File: src/rtl/count_seq_monitor_if.sv
// ----------------------------------------------------------------------------
// count_seq_monitor_if
//
// Bundles the monitored count stream and the monitor's status outputs.
//
//   master : the side that drives the count stream (counter / testbench)
//   slave  : the checker (count_seq_monitor)
//
// Signals:
//   CountIn   [WIDTH]  count value under test           (master -> slave)
//   SampleEn           sample CountIn on this edge       (master -> slave)
//   Locked             monitor is in LOCKED              (slave -> master)
//   ErrPulse           one-cycle sequence-error strobe   (slave -> master)
//   WrapPulse          one-cycle correct-wrap strobe     (slave -> master)
//   ErrCount  [ERR_W]  saturating error tally            (slave -> master)
//   Expected  [WIDTH]  next value the monitor expects    (slave -> master)
// ----------------------------------------------------------------------------
interface count_seq_monitor_if #(
    parameter int unsigned WIDTH = 4,
    parameter int unsigned ERR_W = 8
);

    logic [WIDTH-1:0] CountIn;
    logic             SampleEn;
    logic             Locked;
    logic             ErrPulse;
    logic             WrapPulse;
    logic [ERR_W-1:0] ErrCount;
    logic [WIDTH-1:0] Expected;

    modport master (
        output CountIn,
        output SampleEn,
        input  Locked,
        input  ErrPulse,
        input  WrapPulse,
        input  ErrCount,
        input  Expected
    );

    modport slave (
        input  CountIn,
        input  SampleEn,
        output Locked,
        output ErrPulse,
        output WrapPulse,
        output ErrCount,
        output Expected
    );

endinterface

File: src/rtl/count_seq_monitor.sv
// ----------------------------------------------------------------------------
// count_seq_monitor
//
// Receive-side checker for a binary counter's count bus. Samples CountIn on
// edges where SampleEn=1 and checks that it advances by +1 modulo 2^WIDTH.
// After LOCK_RUN consecutive correct increments it enters LOCKED; from then on
// every sequence break raises ErrPulse for one cycle, bumps a saturating
// ErrCount and drops back to ACQUIRE. A correct max-to-0 step while LOCKED
// raises WrapPulse for one cycle. All outputs are registered and respond on the
// same edge that samples CountIn.
//
// Ports:
//   ClkIn  in   system clock, rising edge
//   Rst    in   asynchronous, active-high reset
//   mon    slave modport of count_seq_monitor_if (CountIn, SampleEn in;
//          Locked, ErrPulse, WrapPulse, ErrCount, Expected out)
//
// Parameters:
//   WIDTH     width of the monitored count bus
//   LOCK_RUN  consecutive correct increments needed to lock (1..15)
//   ERR_W     width of the error tally
//
// Build option:
//   COUNT_SEQ_MONITOR_HOLD_EN  when defined, CountIn == last is a legal pause:
//   in LOCKED it is ignored (no error, last unchanged), in ACQUIRE it leaves
//   the run length unchanged. When undefined, a repeated value is an ordinary
//   mismatch in every state.
// ----------------------------------------------------------------------------
module count_seq_monitor #(
    parameter int unsigned WIDTH    = 4,
    parameter int unsigned LOCK_RUN = 4,
    parameter int unsigned ERR_W    = 8
) (
    input logic                ClkIn,
    input logic                Rst,
    count_seq_monitor_if.slave mon
);

    // LOCK_RUN is at most 15, so a 4-bit run counter always suffices.
    localparam int unsigned RunW = 4;

    localparam logic [RunW-1:0]  LockRunVal = RunW'(LOCK_RUN);
    localparam logic [WIDTH-1:0] OneW       = {{(WIDTH-1){1'b0}}, 1'b1};
    localparam logic [ERR_W-1:0] OneE       = {{(ERR_W-1){1'b0}}, 1'b1};
    localparam logic [RunW-1:0]  OneR       = {{(RunW-1){1'b0}}, 1'b1};

    // Two bits give one spare encoding; it is caught by the default branch.
    typedef enum logic [1:0] {
        StIdle    = 2'b00,
        StAcquire = 2'b01,
        StLocked  = 2'b10
    } state_e;

    state_e           state_q;
    logic [RunW-1:0]  run_q;
    logic [WIDTH-1:0] last_q;
    logic             locked_q;
    logic             err_pulse_q;
    logic             wrap_pulse_q;
    logic [ERR_W-1:0] err_count_q;
    logic [WIDTH-1:0] expected_q;

    // ------------------------------------------------------------------------
    // Comparison helpers
    // ------------------------------------------------------------------------
    logic [WIDTH-1:0] last_inc;
    logic [WIDTH-1:0] count_inc;
    logic [RunW-1:0]  run_inc;
    logic [ERR_W-1:0] err_inc;
    logic             match;
    logic             count_zero;
    logic             err_sat;
    logic             run_done;

    always_comb begin
        last_inc   = last_q + OneW;      // truncates: all-ones + 1 = 0
        count_inc  = mon.CountIn + OneW;
        run_inc    = run_q + OneR;
        err_inc    = err_count_q + OneE;
        match      = (mon.CountIn == last_inc);
        count_zero = (mon.CountIn == '0);
        err_sat    = &err_count_q;
        run_done   = (run_inc == LockRunVal);
    end

`ifdef COUNT_SEQ_MONITOR_HOLD_EN
    logic hold;
    assign hold = (mon.CountIn == last_q);
`endif

    // ------------------------------------------------------------------------
    // FSM with registered outputs
    // ------------------------------------------------------------------------
    always_ff @(posedge ClkIn or posedge Rst) begin
        if (Rst) begin
            state_q      <= StIdle;
            run_q        <= '0;
            last_q       <= '0;
            locked_q     <= 1'b0;
            err_pulse_q  <= 1'b0;
            wrap_pulse_q <= 1'b0;
            err_count_q  <= '0;
            expected_q   <= '0;
        end else begin
            // Strobes default low; only a sampled event below raises them.
            err_pulse_q  <= 1'b0;
            wrap_pulse_q <= 1'b0;

            case (state_q)
                StIdle: begin
                    if (mon.SampleEn) begin
                        last_q     <= mon.CountIn;
                        run_q      <= '0;
                        expected_q <= count_inc;
                        locked_q   <= 1'b0;
                        state_q    <= StAcquire;
                    end
                end

                StAcquire: begin
                    if (mon.SampleEn) begin
                        if (match) begin
                            last_q     <= mon.CountIn;
                            run_q      <= run_inc;
                            expected_q <= count_inc;
                            if (run_done) begin
                                state_q  <= StLocked;
                                locked_q <= 1'b1;
                            end
`ifdef COUNT_SEQ_MONITOR_HOLD_EN
                        end else if (hold) begin
                            // Paused counter: keep run and last as they are.
                            run_q <= run_q;
`endif
                        end else begin
                            // Mismatches while acquiring just restart the run.
                            last_q     <= mon.CountIn;
                            run_q      <= '0;
                            expected_q <= count_inc;
                        end
                    end
                end

                StLocked: begin
                    if (mon.SampleEn) begin
                        if (match) begin
                            last_q       <= mon.CountIn;
                            expected_q   <= count_inc;
                            wrap_pulse_q <= count_zero;
`ifdef COUNT_SEQ_MONITOR_HOLD_EN
                        end else if (hold) begin
                            // Paused counter: stay locked, no error.
                            last_q <= last_q;
`endif
                        end else begin
                            err_pulse_q <= 1'b1;
                            if (!err_sat) begin
                                err_count_q <= err_inc;
                            end
                            last_q     <= mon.CountIn;
                            run_q      <= '0;
                            expected_q <= count_inc;
                            locked_q   <= 1'b0;
                            state_q    <= StAcquire;
                        end
                    end
                end

                default: begin
                    // Spare encoding: recover to IDLE regardless of SampleEn.
                    state_q    <= StIdle;
                    run_q      <= '0;
                    last_q     <= '0;
                    locked_q   <= 1'b0;
                    expected_q <= '0;
                end
            endcase
        end
    end

    assign mon.Locked    = locked_q;
    assign mon.ErrPulse  = err_pulse_q;
    assign mon.WrapPulse = wrap_pulse_q;
    assign mon.ErrCount  = err_count_q;
    assign mon.Expected  = expected_q;

endmodule

File: src/flat_wrapper.sv
// flat-port wrapper written by rule: the top's interface ports become plain ports
module count_seq_monitor_flat 
#(
    parameter int unsigned WIDTH    = 4,
    parameter int unsigned LOCK_RUN = 4,
    parameter int unsigned ERR_W    = 8
)
  (ClkIn, Rst, mon_CountIn, mon_SampleEn, mon_Locked, mon_ErrPulse, mon_WrapPulse, mon_ErrCount, mon_Expected);
  count_seq_monitor_if #(.WIDTH(WIDTH), .ERR_W(ERR_W)) mon_i ();
  input logic ClkIn;
  input logic Rst;
  input wire logic [$bits(mon_i.CountIn)-1:0] mon_CountIn;
  input wire logic [$bits(mon_i.SampleEn)-1:0] mon_SampleEn;
  output wire logic [$bits(mon_i.Locked)-1:0] mon_Locked;
  output wire logic [$bits(mon_i.ErrPulse)-1:0] mon_ErrPulse;
  output wire logic [$bits(mon_i.WrapPulse)-1:0] mon_WrapPulse;
  output wire logic [$bits(mon_i.ErrCount)-1:0] mon_ErrCount;
  output wire logic [$bits(mon_i.Expected)-1:0] mon_Expected;
  assign mon_i.CountIn = mon_CountIn;
  assign mon_i.SampleEn = mon_SampleEn;
  assign mon_Locked = mon_i.Locked;
  assign mon_ErrPulse = mon_i.ErrPulse;
  assign mon_WrapPulse = mon_i.WrapPulse;
  assign mon_ErrCount = mon_i.ErrCount;
  assign mon_Expected = mon_i.Expected;
  count_seq_monitor #(.WIDTH(WIDTH), .LOCK_RUN(LOCK_RUN), .ERR_W(ERR_W)) u_core (.ClkIn(ClkIn), .Rst(Rst), .mon(mon_i));
endmodule
File: config.mk
export PLATFORM = sky130hd
export DESIGN_NAME = count_seq_monitor_flat
export DESIGN_NICKNAME = d
export VERILOG_FILES = /design/src/rtl/count_seq_monitor_if.sv /design/src/rtl/count_seq_monitor.sv /design/src/flat_wrapper.sv
export SDC_FILE = /design/constraint.sdc
export NUM_CORES = 1
export LEC_CHECK = 0
export ABC_AREA = 1
export CELL_PAD_IN_SITES_DETAIL_PLACEMENT = 0
export CELL_PAD_IN_SITES_GLOBAL_PLACEMENT = 1
export CORE_MARGIN = 1.5
export CORE_UTILIZATION = 39
export CTS_CLUSTER_DIAMETER = 200
export DETAILED_ROUTE_END_ITERATION = 7
export PLACE_DENSITY = 0.79
export SYNTH_ARGS = -nofsm -noshare
export SYNTH_HDL_FRONTEND = slang
export SYNTH_SLANG_ARGS = --single-unit
File: constraint.sdc
create_clock -name ClkIn -period 2 [get_ports ClkIn]
set_input_delay 0.4 -clock ClkIn [delete_from_list [all_inputs] [get_ports ClkIn]]
set_output_delay 0.4 -clock ClkIn [all_outputs]
set_load 0.005 [all_outputs]
==> out/metrics.cfg, run 1 <==
[synthesis]
synth_compound_area_frac=0.08919
yosysSeqAreaShare=0.4324
synth_xor_xnor_area_share=0.05045
ys_ff_latch=24
synth_fp_nets=177
syn_area_um2=1389
synth_top_family_by_area=simple AND/OR/NAND/NOR gates
synth-warning-count=0
synth_mux_area_frac=0
syn_inst=164
synthAdderAreaFrac=0.05405
yosysUniqueCellTypes=26
syn_avg_cell_area_um2=8.468
yosys.area_share.simple=0.3018

[floorplan]
row_count=21
start_util=0.4129
die_w_um=62.68
io_pins=22
die_area_um2=3928
core_um2=3363
die_height_um=62.68

[setup_path]
start_kind=register
path_cells=ha_1, xnor2_1, nand2_1, nor2_4, nand2_4, nand3_4, nor2_1, nand2_1, nand2_1
path_class=reg2reg
cpMaxStageDelayCell=dfrtp_1
cp_common_cell=nand2_1
crit_fanout=15
startpoint=u_core.last_q[0]
cp-end-kind=register
critPathRequiredTime_ns=2.21
r2r_end=u_core.mon.ErrCount[4]
cp_slowest_stage_delay_ns=0.45
r2r-start=u_core.last_q[0]
r2r_setup_slack_ns=0.26
arrival_ns=1.95
reg2reg_depth=9

[global_route]
overflow=0
grt_pass1_wl_mm=4.830
grt_max_degree=25
grt_pass1_vias=1143
track_usage=0.1516
antenna_found_initial=0

[finish]
final_common_cell=nand2_1
mostFrequentLayoutCells=36 x nand2_1, 24 x dfrtp_1, 21 x clkdlybuf4s50_1
diodes=0
nNetsFinal=207
drive_gt1_frac=0.1563
area_growth_pct=22.34

[timing]
period_needed_ns=1.737
finalSetupViolations=0
fmax_mhz=575.8
tns_ns=0
slew_headroom=0.7924
hold_viol_final=0
skew_ns=0.004665
worstMarginPinSlew_ns=0.3114
min_period_over_period=0.8683
drv_slew=0
rsz0062_at_grt=no
setup_slack_ns=0.2633

[route]
firstDrtPassIters=4
drc=0
drt_iter0_markers=48
totalWireLength_mm=2.682
wire_per_inst_um=11.27
via_per_inst=4.819
vias=1147
postRouteAntennaNets=0

[clock_tree]
post_cts_resize_count=0
cts-root-buf=clkbuf_4
h-tree-depth=1
clockBufferDepth=2
cts_sinks=24
cts_buffers=3
postCtsHoldBufs=0
cts_setup_buffers=0
clk_pin_slew_ns=0.12
clk_latency_ns=0.31
cts_tree=built

[status]
status=finished clean

[pwr]
p_switching_w=0.0005333
power_frac_comb=0.392
pwr-share-seq=0.465
power.density_nw_per_um2=850.1
internal_power_w=0.0009110
ir_drop_mv=0.4604
switching_share=0.3692
p_leak_nw=0.7892
clock_power_share=0.142

[hold_path]
min_path_type=in2async

[placement]
portBuffers=21
place_ws_ns=-0.02404
hpwl_mm=2.057
gp_congestion=0.7629

[run]
drv_cap=0

## registers in the layout, indices dropped and copies added (netlist names)
| signal | count |
|---|---|
| u_core.run_q | 4 |
| u_core.state_q | 2 |
| u_core.mon.Expected | 4 |
| u_core.mon.WrapPulse | 1 |
| u_core.mon.ErrPulse | 1 |
| u_core.mon.ErrCount | 8 |
| u_core.last_q | 4 |
## layout make-up
cell class	count	area [um2]
clock buffer	3	22.52
fill	343	1664
inverter	20	75.07
multi-input combinational	118	688.2
sequential	24	600.6
tap	46	57.56
timing repair buffer	27	255.2
## synth_stat cells
library cell,instances,share of area
a21oi_1,1,0.0036
a32o_1,1,0.0072
buf_12,1,0.014
buf_2,1,0.0036
dfrtp_1,24,0.43
ha_1,6,0.054
inv_1,18,0.049
inv_2,2,0.0054
nand2_1,36,0.097
nand2_2,7,0.032
nand2_4,1,0.0081
nand3_1,19,0.068
nand3_2,1,0.0072
nand3_4,1,0.013
nand4_1,2,0.0090
nor2_1,13,0.035
nor2_2,1,0.0045
nor2_4,3,0.024
nor3_1,1,0.0036
o21ai_0,4,0.014
o21ai_1,5,0.018
o21ai_2,5,0.032
o21bai_1,1,0.0054
o22ai_1,2,0.0090
xnor2_1,7,0.044
xor2_1,1,0.0063
## critical path: cells and delay by family (launching register included)
kind | cells | cell delay (ns)
flops | 1 | 0.45
xor+xnor | 1 | 0.13
simple gates | 7 | 0.74
fa+ha+maj | 1 | 0.32
## how the worst max path moves through the flow
stage	end	slack, ns	depth (start not counted)
after global placement	u_core.mon.ErrCount[7]	0.03	10
after detailed placement	u_core.mon.ErrCount[7]	-0.02	10
after CTS	u_core.mon.ErrCount[4]	0.24	9
after global routing	u_core.mon.ErrCount[7]	0.11	9
final	u_core.mon.ErrCount[4]	0.26	9
after floorplan	u_core.mon.ErrCount[5]	0.44	8
## layer usage
| metal | wire length (um) | global-route usage | up-vias |
|---|---|---|---|
| met4 | 18 | 0.06111 | 0 |
| met1 | 1291 | 0.1949 | 541 |
| met3 | 111 | 0.02883 | 2 |
| li1 | - | - | 581 |
| met2 | 1260 | 0.2513 | 23 |
| met5 | 0 | 0 | - |
## power by group through the flow
stage	Clock, W	Combinational (W)	Sequential, W
5_1_grt	0.000241	0.000632	0.000688
2_1_floorplan	0	0.000374	0.000668
3_3_place_gp	0	0.000561	0.000673
4_1_cts	0.000216	0.000574	0.000673
3_5_place_dp	0	0.000573	0.000681
6_report	0.000206	0.000567	0.000672
## cell families after synthesis
family	Yosys count
AO/OA/AOI/OAI	19
XOR/XNOR	8
adder cells (fa/ha/maj)	6
buffers and inverters	22
flip-flops	24
AND/OR/NAND/NOR	85
## per-stage QoR
stage / instance area, um2 / util / power [W] / instances / hold slack (ns)
after floorplan: 1389 / - / 0.001042 / 164 / 0.4146
after global placement: 1677 / 0.4985 / 0.001234 / 235 / 0.4926
after detailed placement: 1677 / 0.4985 / 0.001253 / 235 / 0.5010
after CTS: 1699 / 0.5052 / 0.001464 / 238 / 0.4282
after global routing: 1699 / 0.5052 / 0.001561 / 238 / 0.4362
final: 1699 / 0.5052 / 0.001444 / 238 / 0.4221
Power figures use the tool's default switching activity.
==> run 2, diff against run 1 <==
CORE_UTILIZATION = 38   (was 39)
HOLD_SLACK_MARGIN = 0.15   (was not set)
PLACE_DENSITY = 0.77   (was 0.79)
==> out/metrics.cfg, run 2 (synthesized netlist as in run 1, its figures left out) <==
[pwr]
ir_drop_mv=0.4350  ; -5.5%
p_leak_nw=0.8012  ; +1.5%
power_w=0.001491  ; +3.3%
power.density_nw_per_um2=866.9  ; +2.0%
power_frac_comb=0.376  ; -0.016
clock_power_share=0.176  ; +0.034
internal_power_w=0.0009518  ; +4.5%
pwr-share-seq=0.447  ; -0.018
p_switching_w=0.0005396  ; +1.2%
switching_share=0.3618  ; -0.007438

[finish]
mostFrequentLayoutCells=36 x nand2_1, 24 x dfrtp_1, 21 x clkdlybuf4s50_1
nNetsFinal=208  ; +0.48%
fin_cells=240  ; +0.84%
final_common_cell=nand2_1
largest_register_ffs=8  ; unchanged
drive_gt1_frac=0.1649  ; +0.008698
diodes=0  ; unchanged
finalCoreUtilization=0.5037  ; -0.001545
area_growth_pct=23.87

[setup_path]
critPathTopFamily=simple AND/OR/NAND/NOR gates
cp-end-kind=register
crit_fanout=15  ; unchanged
cpMaxStageDelayCell=dfrtp_1
critPathRequiredTime_ns=2.22  ; about the same
cp_slowest_stage_delay_ns=0.47  ; +0.02 ns
crit_buf_inv=0  ; unchanged
path_class=reg2reg
path_cells=ha_1, xnor2_1, nand2_1, nor2_4, nand2_4, nand3_4, nor2_1, nand2_1, nand2_1
arrival_ns=1.97  ; +0.02 ns
start_kind=register
cp_common_cell=nand2_1

[floorplan]
die_height_um=63.46  ; +1.2%
die_area_um2=4027  ; +2.5%
die_w_um=63.46  ; +1.2%
start_util=0.4066  ; -0.006353
row_count=21  ; unchanged
io_pins=22  ; unchanged
core_um2=3416  ; +1.6%

[timing]
worstMarginPinSlew_ns=0.3199  ; +0.008490 ns
rsz0062_at_grt=no
hold_viol_final=0  ; unchanged
min_period_over_period=0.8742  ; +0.005808
slew_headroom=0.7865  ; -0.005895
drv_slew=0  ; unchanged
fmax_mhz=572.0  ; -0.66%
finalSetupViolations=0  ; unchanged
whs_ns=0.4138  ; -0.008300 ns
skew_ns=0.002584  ; -0.002081 ns
period_needed_ns=1.748  ; +0.01162 ns

[clock_tree]
clk_pin_slew_ns=0.14  ; +0.02 ns
cts_tree=built
cts_setup_buffers=0  ; unchanged
clockBufferDepth=2  ; unchanged
cts_buffers=3  ; unchanged
clk_latency_ns=0.32  ; about the same
postCtsHoldBufs=0  ; unchanged
h-tree-depth=1  ; unchanged
post_cts_resize_count=0  ; unchanged
cts_sinks=24  ; unchanged
cts-root-buf=clkbuf_4

[route]
wire_per_inst_um=11.30  ; +0.24%
firstDrtPassIters=4  ; unchanged
drt_iter0_markers=46  ; -4.2%
totalWireLength_mm=2.711  ; +1.1%
vias=1148  ; +0.087%
via_per_inst=4.783  ; -0.75%
drc=0  ; unchanged
postRouteAntennaNets=0  ; unchanged

[status]
status=finished clean

[hold_path]
min_path_type=in2async

[global_route]
overflow=0  ; unchanged
grt_pass1_vias=1120  ; -2.0%
grt_max_degree=25  ; unchanged
track_usage=0.1503  ; -0.001297
antenna_found_initial=0  ; unchanged
grt_pass1_wl_mm=4.830  ; unchanged

[placement]
portBuffers=21  ; unchanged
gp_congestion=0.8578  ; +12%
dp.cells=236  ; +0.43%
hpwl_mm=2.066  ; +0.43%

[run]
drv_cap=0  ; unchanged

[run 2: through the flow]
step	setup slack, ns	area, um2	TNS [ns]
2_1_floorplan	0.4438	1389	0
5_1_grt	0.1070	1720	0
3_5_place_dp	-0.02196	1684	-0.03381
4_1_cts	0.2399	1720	0
3_3_place_gp	0.06144	1684	0
6_report	0.2517	1720	0
[run 2: worst paths after layout]
path	from	to	slack (ns)	depth (start not counted)
worst max-delay path	u_core.last_q[0]	u_core.mon.ErrCount[4]	0.25	9
worst min-delay path	Rst	u_core.mon.ErrCount[2]	0.41	3
worst min register to register	u_core.mon.Expected[1]	u_core.mon.Expected[1]	0.53	2
min in group ClkIn	u_core.mon.Expected[1]	u_core.mon.Expected[1]	0.53	2
worst max register to register	u_core.last_q[0]	u_core.mon.ErrCount[4]	0.25	9
max in group asynchronous	Rst	u_core.mon.ErrCount[4]	1.34	3
[run 2: metal layers]
| layer | vias up | global-route usage | routed length (um) |
|---|---|---|---|
| met5 | - | 0 | 0 |
| met1 | 538 | 0.2052 | 1305 |
| li1 | 588 | - | - |
| met2 | 20 | 0.2395 | 1282 |
| met4 | 0 | 0.05978 | 19 |
| met3 | 2 | 0.02143 | 105 |
[run 2: layout make-up]
type,instances,area [um2]
fill,335,1695
sequential,24,600.6
inverter,20,75.07
timing repair buffer,28,262.8
clock buffer,4,36.28
tap,46,57.56
multi-input combinational,118,688.2
[run 2: worst min-delay path: cells and delay by family]
family                 cells  cell delay (ns)
buffers and inverters      3             0.75
[run 2: power by group through the flow]
stage / Clock, W / Sequential [W] / Combinational (W)
2_1_floorplan: 0 / 0.000668 / 0.000374
3_3_place_gp: 0 / 0.000674 / 0.000560
3_5_place_dp: 0 / 0.000677 / 0.000568
4_1_cts: 0.000275 / 0.000668 / 0.000570
5_1_grt: 0.000300 / 0.000681 / 0.000634
6_report: 0.000263 / 0.000667 / 0.000561
==> run 3, diff against run 2 <==
SLEW_MARGIN = 20   (was not set)
==> results of run 3 <==
Same layout as run 2: the final DEF is identical, and so are final timing and power.
